[config.mk]
export PLATFORM = sky130hd
export DESIGN_NAME = vga_timing_generator_flat
export DESIGN_NICKNAME = d
export VERILOG_FILES = /design/src/rtl/vga_timing_pkg.sv /design/src/rtl/vga_timing_generator_if.sv /design/src/rtl/vga_delay_line.sv /design/src/rtl/vga_timing_generator.sv /design/src/flat_wrapper.sv
export SDC_FILE = /design/constraint.sdc
export NUM_CORES = 1
export LEC_CHECK = 0
export CAP_MARGIN = 20
export CORE_MARGIN = 3
export CORE_UTILIZATION = 37
export CTS_BUF_LIST = sky130_fd_sc_hd__clkbuf_16
export DETAILED_ROUTE_END_ITERATION = 12
export GPL_ROUTABILITY_DRIVEN = 0
export HOLD_SLACK_MARGIN = 0.08
export PLACE_DENSITY = 0.65
export SLEW_MARGIN = 20
export SYNTH_ARGS = -nofsm -noshare
export SYNTH_HDL_FRONTEND = slang
export SYNTH_SLANG_ARGS = --single-unit
[constraint.sdc]
create_clock -name CLOCK -period 2.14 [get_ports CLOCK]
set_input_delay 0.428 -clock CLOCK [delete_from_list [all_inputs] [get_ports CLOCK]]
set_output_delay 0.428 -clock CLOCK [all_outputs]
set_load 0.02 [all_outputs]
[src/rtl/vga_timing_pkg.sv]
// Shared constants and types for the VGA front end: 640x480@60 timing,
// sync polarity, pixel-bus width and the control bundle that rides the alignment pipe.
package vga_timing_pkg;

    localparam int VGA_CNTR_WIDTH_H = 11;
    localparam int VGA_CNTR_WIDTH_V = 10;

    localparam int VGA_R_WIDTH   = 8;
    localparam int VGA_G_WIDTH   = 8;
    localparam int VGA_B_WIDTH   = 8;
    localparam int VGA_PIX_WIDTH = VGA_R_WIDTH + VGA_G_WIDTH + VGA_B_WIDTH;

    localparam int VGA_H_ACTIVE = 640;
    localparam int VGA_H_FP     = 16;
    localparam int VGA_H_SYNC   = 96;
    localparam int VGA_H_BP     = 48;
    localparam int VGA_H_TOTAL  = VGA_H_ACTIVE + VGA_H_FP + VGA_H_SYNC + VGA_H_BP;

    localparam int VGA_V_ACTIVE = 480;
    localparam int VGA_V_FP     = 10;
    localparam int VGA_V_SYNC   = 2;
    localparam int VGA_V_BP     = 33;
    localparam int VGA_V_TOTAL  = VGA_V_ACTIVE + VGA_V_FP + VGA_V_SYNC + VGA_V_BP;

    localparam bit VGA_SYNC_POL    = 1'b0;
    localparam int VGA_PIX_LATENCY = 2;

    // Raw control decoded from the counters; all fields active-high.
    typedef struct packed {
        logic active;
        logic hs;
        logic vs;
    } vga_ctrl_t;

    function automatic logic sync_level(input logic asserted, input bit pol);
        return asserted ? pol : ~pol;
    endfunction

endpackage

[src/rtl/vga_timing_generator_if.sv]
// Raster/pixel bundle between the timing generator, the pixel controller and the DAC pins.
interface vga_timing_generator_if
    import vga_timing_pkg::*;
#(
    parameter int CNTR_WIDTH_H = VGA_CNTR_WIDTH_H,
    parameter int CNTR_WIDTH_V = VGA_CNTR_WIDTH_V,
    parameter int R_WIDTH      = VGA_R_WIDTH,
    parameter int G_WIDTH      = VGA_G_WIDTH,
    parameter int B_WIDTH      = VGA_B_WIDTH
);
    logic [R_WIDTH+G_WIDTH+B_WIDTH-1:0] PixBus;
    logic [CNTR_WIDTH_H-1:0]            CounterX;
    logic [CNTR_WIDTH_V-1:0]            CounterY;
    logic [R_WIDTH-1:0]                 VGA_R;
    logic [G_WIDTH-1:0]                 VGA_G;
    logic [B_WIDTH-1:0]                 VGA_B;
    logic                               VGA_HS;
    logic                               VGA_VS;
    logic                               VGA_BLANK_N;
    logic                               VGA_SYNC_N;
    logic                               FrameStart;

    modport master (
        input  PixBus,
        output CounterX, CounterY, VGA_R, VGA_G, VGA_B,
        output VGA_HS, VGA_VS, VGA_BLANK_N, VGA_SYNC_N, FrameStart
    );

    modport slave (
        output PixBus,
        input  CounterX, CounterY, VGA_R, VGA_G, VGA_B,
        input  VGA_HS, VGA_VS, VGA_BLANK_N, VGA_SYNC_N, FrameStart
    );
endinterface

[src/rtl/vga_delay_line.sv]
// Fixed-depth shift register with async active-low clear; DEPTH=0 collapses to a wire.
module vga_delay_line #(
    parameter int DEPTH = 2,
    parameter int WIDTH = 1
) (
    input  logic             clk,
    input  logic             rst_n,
    input  logic [WIDTH-1:0] din_i,
    output logic [WIDTH-1:0] dout_o
);
    if (DEPTH == 0) begin : g_bypass
        assign dout_o = din_i;
    end else begin : g_pipe
        logic [WIDTH-1:0] stage_q [DEPTH];

        // NOTE: every stage is cleared, not only the last one, so a reset mid-line
        // cannot replay stale sync/active bits to the pins after release.
        always_ff @(posedge clk or negedge rst_n) begin
            if (!rst_n) begin
                for (int i = 0; i < DEPTH; i++) stage_q[i] <= '0;
            end else begin
                stage_q[0] <= din_i;
                for (int i = 1; i < DEPTH; i++) stage_q[i] <= stage_q[i-1];
            end
        end

        assign dout_o = stage_q[DEPTH-1];
    end
endmodule

[src/rtl/vga_timing_generator.sv]
// Raster counters plus sync/blank generation, aligned with the returning pixel bus
// so the DAC pins show counter value N exactly PIX_LATENCY+1 clocks later.
module vga_timing_generator
    import vga_timing_pkg::*;
#(
    parameter int CNTR_WIDTH_H = VGA_CNTR_WIDTH_H,
    parameter int CNTR_WIDTH_V = VGA_CNTR_WIDTH_V,
    parameter int R_WIDTH      = VGA_R_WIDTH,
    parameter int G_WIDTH      = VGA_G_WIDTH,
    parameter int B_WIDTH      = VGA_B_WIDTH,
    parameter int H_ACTIVE     = VGA_H_ACTIVE,
    parameter int H_FP         = VGA_H_FP,
    parameter int H_SYNC       = VGA_H_SYNC,
    parameter int H_BP         = VGA_H_BP,
    parameter int V_ACTIVE     = VGA_V_ACTIVE,
    parameter int V_FP         = VGA_V_FP,
    parameter int V_SYNC       = VGA_V_SYNC,
    parameter int V_BP         = VGA_V_BP,
    parameter bit SYNC_POL     = VGA_SYNC_POL,
    parameter int PIX_LATENCY  = VGA_PIX_LATENCY
) (
    input  logic                   CLOCK,
    input  logic                   RESET_N,
    vga_timing_generator_if.master vga
);
    localparam int H_TOTAL   = H_ACTIVE + H_FP + H_SYNC + H_BP;
    localparam int V_TOTAL   = V_ACTIVE + V_FP + V_SYNC + V_BP;
    localparam int PIX_WIDTH = R_WIDTH + G_WIDTH + B_WIDTH;

    localparam logic [CNTR_WIDTH_H-1:0] X_LAST     = CNTR_WIDTH_H'(H_TOTAL - 1);
    localparam logic [CNTR_WIDTH_H-1:0] X_ACT_END  = CNTR_WIDTH_H'(H_ACTIVE);
    localparam logic [CNTR_WIDTH_H-1:0] HS_FIRST   = CNTR_WIDTH_H'(H_ACTIVE + H_FP);
    localparam logic [CNTR_WIDTH_H-1:0] HS_LAST    = CNTR_WIDTH_H'(H_ACTIVE + H_FP + H_SYNC - 1);
    localparam logic [CNTR_WIDTH_V-1:0] Y_LAST     = CNTR_WIDTH_V'(V_TOTAL - 1);
    localparam logic [CNTR_WIDTH_V-1:0] Y_ACT_END  = CNTR_WIDTH_V'(V_ACTIVE);
    localparam logic [CNTR_WIDTH_V-1:0] VS_FIRST   = CNTR_WIDTH_V'(V_ACTIVE + V_FP);
    localparam logic [CNTR_WIDTH_V-1:0] VS_LAST    = CNTR_WIDTH_V'(V_ACTIVE + V_FP + V_SYNC - 1);

    logic [CNTR_WIDTH_H-1:0] cnt_x_q, cnt_x_d;
    logic [CNTR_WIDTH_V-1:0] cnt_y_q, cnt_y_d;
    vga_ctrl_t               ctrl_raw;
    vga_ctrl_t               ctrl_dly;
    logic                    blank_n_q;
    logic                    hs_q;
    logic                    vs_q;
    logic                    frame_start_q;
    logic [PIX_WIDTH-1:0]    pix_q;

    // NOTE: every variable gets a default before any branch so no latch is inferred.
    always_comb begin
        cnt_x_d = cnt_x_q + CNTR_WIDTH_H'(1);
        cnt_y_d = cnt_y_q;
        if (cnt_x_q == X_LAST) begin
            cnt_x_d = '0;
            cnt_y_d = (cnt_y_q == Y_LAST) ? '0 : cnt_y_q + CNTR_WIDTH_V'(1);
        end
    end

    always_comb begin
        ctrl_raw.active = (cnt_x_q < X_ACT_END) && (cnt_y_q < Y_ACT_END);
        ctrl_raw.hs     = (cnt_x_q >= HS_FIRST) && (cnt_x_q <= HS_LAST);
        ctrl_raw.vs     = (cnt_y_q >= VS_FIRST) && (cnt_y_q <= VS_LAST);
    end

    vga_delay_line #(
        .DEPTH (PIX_LATENCY),
        .WIDTH ($bits(vga_ctrl_t))
    ) u_ctrl_dly (
        .clk    (CLOCK),
        .rst_n  (RESET_N),
        .din_i  (ctrl_raw),
        .dout_o (ctrl_dly)
    );

    // NOTE: sequential state uses non-blocking assignments so every flop samples
    // pre-edge values regardless of statement order.
    always_ff @(posedge CLOCK or negedge RESET_N) begin
        if (!RESET_N) begin
            cnt_x_q       <= '0;
            cnt_y_q       <= '0;
            blank_n_q     <= 1'b0;
            hs_q          <= ~SYNC_POL;
            vs_q          <= ~SYNC_POL;
            pix_q         <= '0;
            frame_start_q <= 1'b0;
        end else begin
            cnt_x_q       <= cnt_x_d;
            cnt_y_q       <= cnt_y_d;
            blank_n_q     <= ctrl_dly.active;
            hs_q          <= sync_level(ctrl_dly.hs, SYNC_POL);
            vs_q          <= sync_level(ctrl_dly.vs, SYNC_POL);
            pix_q         <= ctrl_dly.active ? vga.PixBus : '0;
            frame_start_q <= (cnt_x_q == '0) && (cnt_y_q == '0);
        end
    end

    // PixBus is packed {B G R} with R in the least significant bits.
    assign vga.CounterX    = cnt_x_q;
    assign vga.CounterY    = cnt_y_q;
    assign vga.VGA_R       = pix_q[R_WIDTH-1:0];
    assign vga.VGA_G       = pix_q[R_WIDTH +: G_WIDTH];
    assign vga.VGA_B       = pix_q[R_WIDTH+G_WIDTH +: B_WIDTH];
    assign vga.VGA_HS      = hs_q;
    assign vga.VGA_VS      = vs_q;
    assign vga.VGA_BLANK_N = blank_n_q;
    assign vga.VGA_SYNC_N  = 1'b0;
    assign vga.FrameStart  = frame_start_q;

endmodule

[src/flat_wrapper.sv]
// flat-port wrapper written by rule: the top's interface ports become plain ports
module vga_timing_generator_flat import vga_timing_pkg::*;
#(
    parameter int CNTR_WIDTH_H = VGA_CNTR_WIDTH_H,
    parameter int CNTR_WIDTH_V = VGA_CNTR_WIDTH_V,
    parameter int R_WIDTH      = VGA_R_WIDTH,
    parameter int G_WIDTH      = VGA_G_WIDTH,
    parameter int B_WIDTH      = VGA_B_WIDTH,
    parameter int H_ACTIVE     = VGA_H_ACTIVE,
    parameter int H_FP         = VGA_H_FP,
    parameter int H_SYNC       = VGA_H_SYNC,
    parameter int H_BP         = VGA_H_BP,
    parameter int V_ACTIVE     = VGA_V_ACTIVE,
    parameter int V_FP         = VGA_V_FP,
    parameter int V_SYNC       = VGA_V_SYNC,
    parameter int V_BP         = VGA_V_BP,
    parameter bit SYNC_POL     = VGA_SYNC_POL,
    parameter int PIX_LATENCY  = VGA_PIX_LATENCY
)
  (CLOCK, RESET_N, vga_PixBus, vga_CounterX, vga_CounterY, vga_VGA_R, vga_VGA_G, vga_VGA_B, vga_VGA_HS, vga_VGA_VS, vga_VGA_BLANK_N, vga_VGA_SYNC_N, vga_FrameStart);
  vga_timing_generator_if #(.CNTR_WIDTH_H(CNTR_WIDTH_H), .CNTR_WIDTH_V(CNTR_WIDTH_V), .R_WIDTH(R_WIDTH), .G_WIDTH(G_WIDTH), .B_WIDTH(B_WIDTH)) vga_i ();
  input  logic CLOCK;
  input  logic RESET_N;
  input wire logic [$bits(vga_i.PixBus)-1:0] vga_PixBus;
  output wire logic [$bits(vga_i.CounterX)-1:0] vga_CounterX;
  output wire logic [$bits(vga_i.CounterY)-1:0] vga_CounterY;
  output wire logic [$bits(vga_i.VGA_R)-1:0] vga_VGA_R;
  output wire logic [$bits(vga_i.VGA_G)-1:0] vga_VGA_G;
  output wire logic [$bits(vga_i.VGA_B)-1:0] vga_VGA_B;
  output wire logic [$bits(vga_i.VGA_HS)-1:0] vga_VGA_HS;
  output wire logic [$bits(vga_i.VGA_VS)-1:0] vga_VGA_VS;
  output wire logic [$bits(vga_i.VGA_BLANK_N)-1:0] vga_VGA_BLANK_N;
  output wire logic [$bits(vga_i.VGA_SYNC_N)-1:0] vga_VGA_SYNC_N;
  output wire logic [$bits(vga_i.FrameStart)-1:0] vga_FrameStart;
  assign vga_i.PixBus = vga_PixBus;
  assign vga_CounterX = vga_i.CounterX;
  assign vga_CounterY = vga_i.CounterY;
  assign vga_VGA_R = vga_i.VGA_R;
  assign vga_VGA_G = vga_i.VGA_G;
  assign vga_VGA_B = vga_i.VGA_B;
  assign vga_VGA_HS = vga_i.VGA_HS;
  assign vga_VGA_VS = vga_i.VGA_VS;
  assign vga_VGA_BLANK_N = vga_i.VGA_BLANK_N;
  assign vga_VGA_SYNC_N = vga_i.VGA_SYNC_N;
  assign vga_FrameStart = vga_i.FrameStart;
  vga_timing_generator #(.CNTR_WIDTH_H(CNTR_WIDTH_H), .CNTR_WIDTH_V(CNTR_WIDTH_V), .R_WIDTH(R_WIDTH), .G_WIDTH(G_WIDTH), .B_WIDTH(B_WIDTH), .H_ACTIVE(H_ACTIVE), .H_FP(H_FP), .H_SYNC(H_SYNC), .H_BP(H_BP), .V_ACTIVE(V_ACTIVE), .V_FP(V_FP), .V_SYNC(V_SYNC), .V_BP(V_BP), .SYNC_POL(SYNC_POL), .PIX_LATENCY(PIX_LATENCY)) u_core (.CLOCK(CLOCK), .RESET_N(RESET_N), .vga(vga_i));
endmodule
Yosys cells after proc, flatten, opt, wreduce, memory -nomap -nowiden
Index checks and enable logic that the tools add are counted.
Storage, ports and cells
  output and inout port bits: 50
  logic and storage cells: 30
  input port bits: 26
  flip-flop bits (word level): 55
Operators by class
  eq/ne operators: 2
  mux-type cells: 5
  add/subtract/negate cells: 2
  reductions and logical operators: 6
  magnitude comparators: 6
Operators with widths (count)
  $mux 24: 1
  $add 11x1->11 const B: 1
  $eq 11x10->1 const B: 1
  $ge 11x10->1 const B: 1
  $le 11x10->1 const B: 1
  $logic_not 11->1: 1
  $lt 11x10->1 const B: 1
  $mux 11: 1
  $add 10x1->10 const B: 1
  $eq 10x10->1 const B: 1
  $ge 10x9->1 const B: 1
  $le 10x9->1 const B: 1
  $logic_not 10->1: 1
  $lt 10x9->1 const B: 1
  $mux 10: 1
  $logic_and 1x1->1: 4
  $mux 1: 2

Longest topological paths before layout
  depth in word-level cells: 2
  depth in mapped cells: 6
  mapped depth without buffers: 6

By module
A second synthesis with hierarchy kept.
Second synthesis, totals
  cells, all modules: 186
  area, all modules: 2195.9 um^2
Modules (own cells, without submodules)
  vga_timing_generator: times used 1, cells an instance 177, area an instance 2023.2 um^2, seq. area each 1228.7 um^2
  vga_delay_line: times used 1, cells an instance 9, area an instance 172.7 um^2, seq. area each 150.1 um^2

Worst setup path before layout
No wires, ideal clock.
  path type: flip-flop to flip-flop
  start: reg u_core.cnt_x_q[5] (netlist: u_core.vga.CounterX[5])
  end: reg u_core.cnt_y_q[7] (netlist: u_core.vga.CounterY[7])
  clock period less this slack: 1.799 ns
  required time: 2.009 ns
  cell stages (with the launch flop): 5
  library setup time: 0.131 ns
  path slack: 0.341 ns
  arrival: 1.669 ns
  buffers on the path: 0
  cells stage by stage: dfrtp_1 > or4_4 > nor4_4 > nand3_1 > xnor2_1
Between the ends
  longest elaborated chain between the ends: 1
RTL lines
  start: declaration: line vga_timing_generator.sv:39  | logic [CNTR_WIDTH_H-1:0] cnt_x_q, cnt_x_d;
  start signal: assignment: line vga_timing_generator.sv:87  | cnt_x_q <= cnt_x_d;
  $eq 11x10->1: line vga_timing_generator.sv:53  | if (cnt_x_q == X_LAST) begin
  end signal: assignment: line vga_timing_generator.sv:88  | cnt_y_q <= cnt_y_d;
  end: declaration: line vga_timing_generator.sv:40  | logic [CNTR_WIDTH_V-1:0] cnt_y_q, cnt_y_d;
No other way between the ends.
A chain may end at the register's enable or synchronous reset.

Worst setup path in the final report
  start: reg u_core.cnt_x_q[5] (netlist: u_core.vga.CounterX[5])
  end: reg u_core.cnt_x_q[9] (netlist: u_core.vga.CounterX[9])
Between the ends
  longest elaborated chain between the ends: 2
  elaborated cells on any way between the ends: 3
  classes of those cells: add/sub: 1; eq/ne: 1; mux: 1
RTL lines (line)
  $add 11x1->11 or $eq 11x10->1 (tied branches): vga_timing_generator.sv:51, vga_timing_generator.sv:53
  $mux 11 *: vga_timing_generator.sv:53
  net u_core.cnt_x_d[9]: vga_timing_generator.sv:39
Mark *: on every way through the listed nets, which the timed path passes. The rest lies on a longest branch.

==> flow_metrics.tcl <==
set metrics [dict create \
    run_status "complete, no violations" \
    cts_htree_levels 2 \
    synthAdderAreaFrac_pct 2.85 \
    layout.nets 295 \
    netlist_top_cells_count "53 x dfrtp_1, 24 x and2_1, 11 x nand3_1" \
    synthesis.area_per_instance_um2 11.9 \
    fin_crit_ns 1.96 \
    synth_seq_area_share_pct 62.8 \
    track_usage_pct 14.3 \
    peakVddDrop_mv 0.321 \
    route.antenna.remaining_nets 0 \
    synthCells 184 \
    clock_skew_ns 0.00462 \
    preCtsSetupSlack_ns 0.189 \
    yosys.cell_count.top_type "dfrtp_1" \
    dp.final_hpwl_mm 3.46 \
    drt_iter0_markers 74 \
    synth.yosys.warnings 0 \
    first_global_vias 1566 \
    synth-edff-count 0 \
    cts_hold_buffers 0 \
    crit_type "reg2reg" \
    cts.path.max_buffers 2 \
    grt_first_pass_wirelength_mm 7.98 \
    critical_path_startpoint_category "flip-flop" \
    antenna-diode-count 0 \
    fin_tns_setup_ns 0 \
    element_type_at_the_critical_path_end "flip-flop" \
    vias 1599 \
    cts_num_sinks 55 \
    insertion_delay_ns 0.28 \
    yosys.area.top_type_share_pct 60.4 \
    ys_dominant_reg_cell "dfrtp_1" \
    netSwitchingFraction_pct 21.6 \
    vias_per_cell 4.74 \
    yosys-mux-area-fraction_pct 0.456 \
    min_period_over_period_pct 91.6 \
    floorplan.die_area_um2 6900 \
    critical_path_peak_fanout 13 \
    cts.clk_slew.worst_paths_ns 0.07 \
    maxCapViolCount 0 \
    initial_utilization_pct 38.9 \
    cts_tree "built" \
    filler_cell_count 490 \
    required_ns 2.29 \
    post_synth_instance_area_um2 2200 \
    synth_cell_types 31 \
    slew_violations 0 \
    setup_ws_ns 0.180 \
    worst_slew_margin_rel_pct 62.3 \
    die_height_um 83.1 \
    rsz0062_at_grt "false" \
    antenna_found_initial 0 \
    synthesis.nets 215 \
    leakagePower_nw 1.41 \
    fraction_of_the_mapped_netlist_area_in_simple_logic_gates_pct 22.7 \
    numCtsBuffers 5 \
    floorplan.die.width_um 83.1 \
    synth_compound_area_share_pct 3.82 \
    post_synth_xor_area_fraction_pct 4.38 \
    main_combinational_cell_family_by_area_after_synthesis "simple AND/OR/NAND/NOR gates" \
    max_clock_freq_mhz 510 \
    tightest_slew_ns 0.566 \
    largest_net_degree_at_the_start_of_global_routing 39 \
    cts.repair_timing.setup_buffer_count 0 \
    holdCritPathClass "in2async" \
    p_int_mw 1.59 \
    arrival_ns 2.11 \
    floorplan.core_area_um2 5640 \
    area_growth_pct 45.1 \
    p_per_area_nw_per_um2 634 \
    avgRoutedWirePerCell_um 14.3 \
    drt-total-wl_mm 4.81 \
    row_count 27 \
    setup-violations-final 0 \
    synth_top_cell_by_area "dfrtp_1" \
    seqPwrFrac_pct 52.8 \
    power.share.combinational_pct 8.0 \
    ys_top_cells_by_area "dfrtp_1 60%, and2_1 6.8%, ha_1 2.8%, nand4_1 2.6%, nand3_1 2.5%" \
    ios 76 \
    ys_async_sr_fraction_pct 100 \
    drtPass1Iterations 6 \
    layout-drive-gt1-share_pct 6.79 \
    root_buffer "clkbuf_16" \
    flops_latches_synth 55 \
    globalRouteOverflowTotal 0 \
    hold_viol_final 0 \
    drc_errors 0 \
    power.share.clock_pct 39.2 \
    p_switching_uw 436 \
    postCtsResizedCells 0 \
    i_o_buffers 74 \
]
==> layer usage <==
metal / GRT usage, % / wire length [µm]
met1: 21.0 / 2420
met2: 21.1 / 2110
met3: 3.27 / 259
met4: 4.01 / 24
met5: 0 / 0
==> area by class of cell <==
class | count | area (µm²) | share of cell area [%]
repair buffers | 79 | 786 | 24.6
flip-flops and latches | 55 | 1380 | 43.2
well taps | 72 | 90.1 | 2.83
inverters | 9 | 33.8 | 1.06
clock inverters | 3 | 20.0 | 0.628
multi-input cells | 114 | 754 | 23.7
clock buffers | 5 | 125 | 3.92
==> critical path, cell delays in order (launching register included) <==
cell and delay, ns:
dfrtp_1 0.46, or4_4 0.61, nor3_4 0.36, buf_4 0.22, a21o_1 0.09, a31oi_1 0.08
==> kinds of logic after synthesis <==
group                      count (synthesis)
adders and majority gates                  5
xor gates and xnor gates                  11
AOI/OAI and AO/OA                         14
DFF                                       55
muxes                                      1
and+or+nand+nor                           82
other                                      1
buffers and inverters                     15
==> layout by cell type (no fill, tap or decap), types with 4 or more instances in the layout <==
cell type,netlist,routed
xor2_1,6,6
clkdlybuf4s50_1,0,73
buf_4,2,4
xnor2_1,5,5
ha_1,5,5
a31oi_1,4,4
inv_1,9,9
clkbuf_16,0,5
nor2_1,9,9
nand4_1,9,9
nand3_1,11,11
and2_1,24,24
nand2_1,9,9
o21ai_0,5,5
dfrtp_1,53,53
==> metrics by stage <==
stage	hold WS (ns)	total power, mW	utilization (%)	area, µm²	cells
4_1_cts	0.0935	2.04	56.5	3190	337
3_3_place_gp	0.333	1.25	53.9	3040	329
3_5_place_dp	0.336	1.25	53.9	3040	329
5_1_grt	0.105	2.10	56.5	3190	337
2_1_floorplan	0.132	1.14	-	2200	184
6_report	0.0800	2.02	56.5	3190	337
==> flip-flops by register name (all words and copies together), names as in the netlist <==
name and count:
u_core.pix_q 24, u_core.vga.CounterX 11, u_core.vga.CounterY 10, u_core.u_ctrl_dly.dout_o 3, u_core.u_ctrl_dly.g_pipe.stage_q 3, u_core.vga.FrameStart 1
u_core.vga.VGA_BLANK_N 1, u_core.vga.VGA_HS 1, u_core.vga.VGA_VS 1
==> worst paths after layout <==
check	cells after the start	to	slack, ns	startpoint
worst max-delay path	5	u_core.vga.CounterX[9]	0.18	u_core.vga.CounterX[5]
worst min-delay path	1	u_core.vga.CounterY[6]	0.08	RESET_N
worst max register to register	5	u_core.vga.CounterX[9]	0.18	u_core.vga.CounterX[5]
worst min register to register	1	u_core.vga.VGA_VS	0.35	u_core.u_ctrl_dly.dout_o[0]
max in group asynchronous	2	u_core.vga.VGA_HS	1.46	RESET_N
min in group CLOCK	1	u_core.vga.VGA_VS	0.35	u_core.u_ctrl_dly.dout_o[0]
==> power by group through the flow <==
| stage | clock [mW] | sequential, mW | combinational [mW] |
|---|---|---|---|
| detailed placement | 0 | 1.09 | 0.165 |
| global route | 0.858 | 1.07 | 0.175 |
| global placement | 0 | 1.09 | 0.164 |
| CTS | 0.805 | 1.07 | 0.166 |
| finish | 0.792 | 1.07 | 0.162 |
| floorplan | 0 | 1.12 | 0.0182 |
Note: power is estimated with default switching activity, not from simulation.
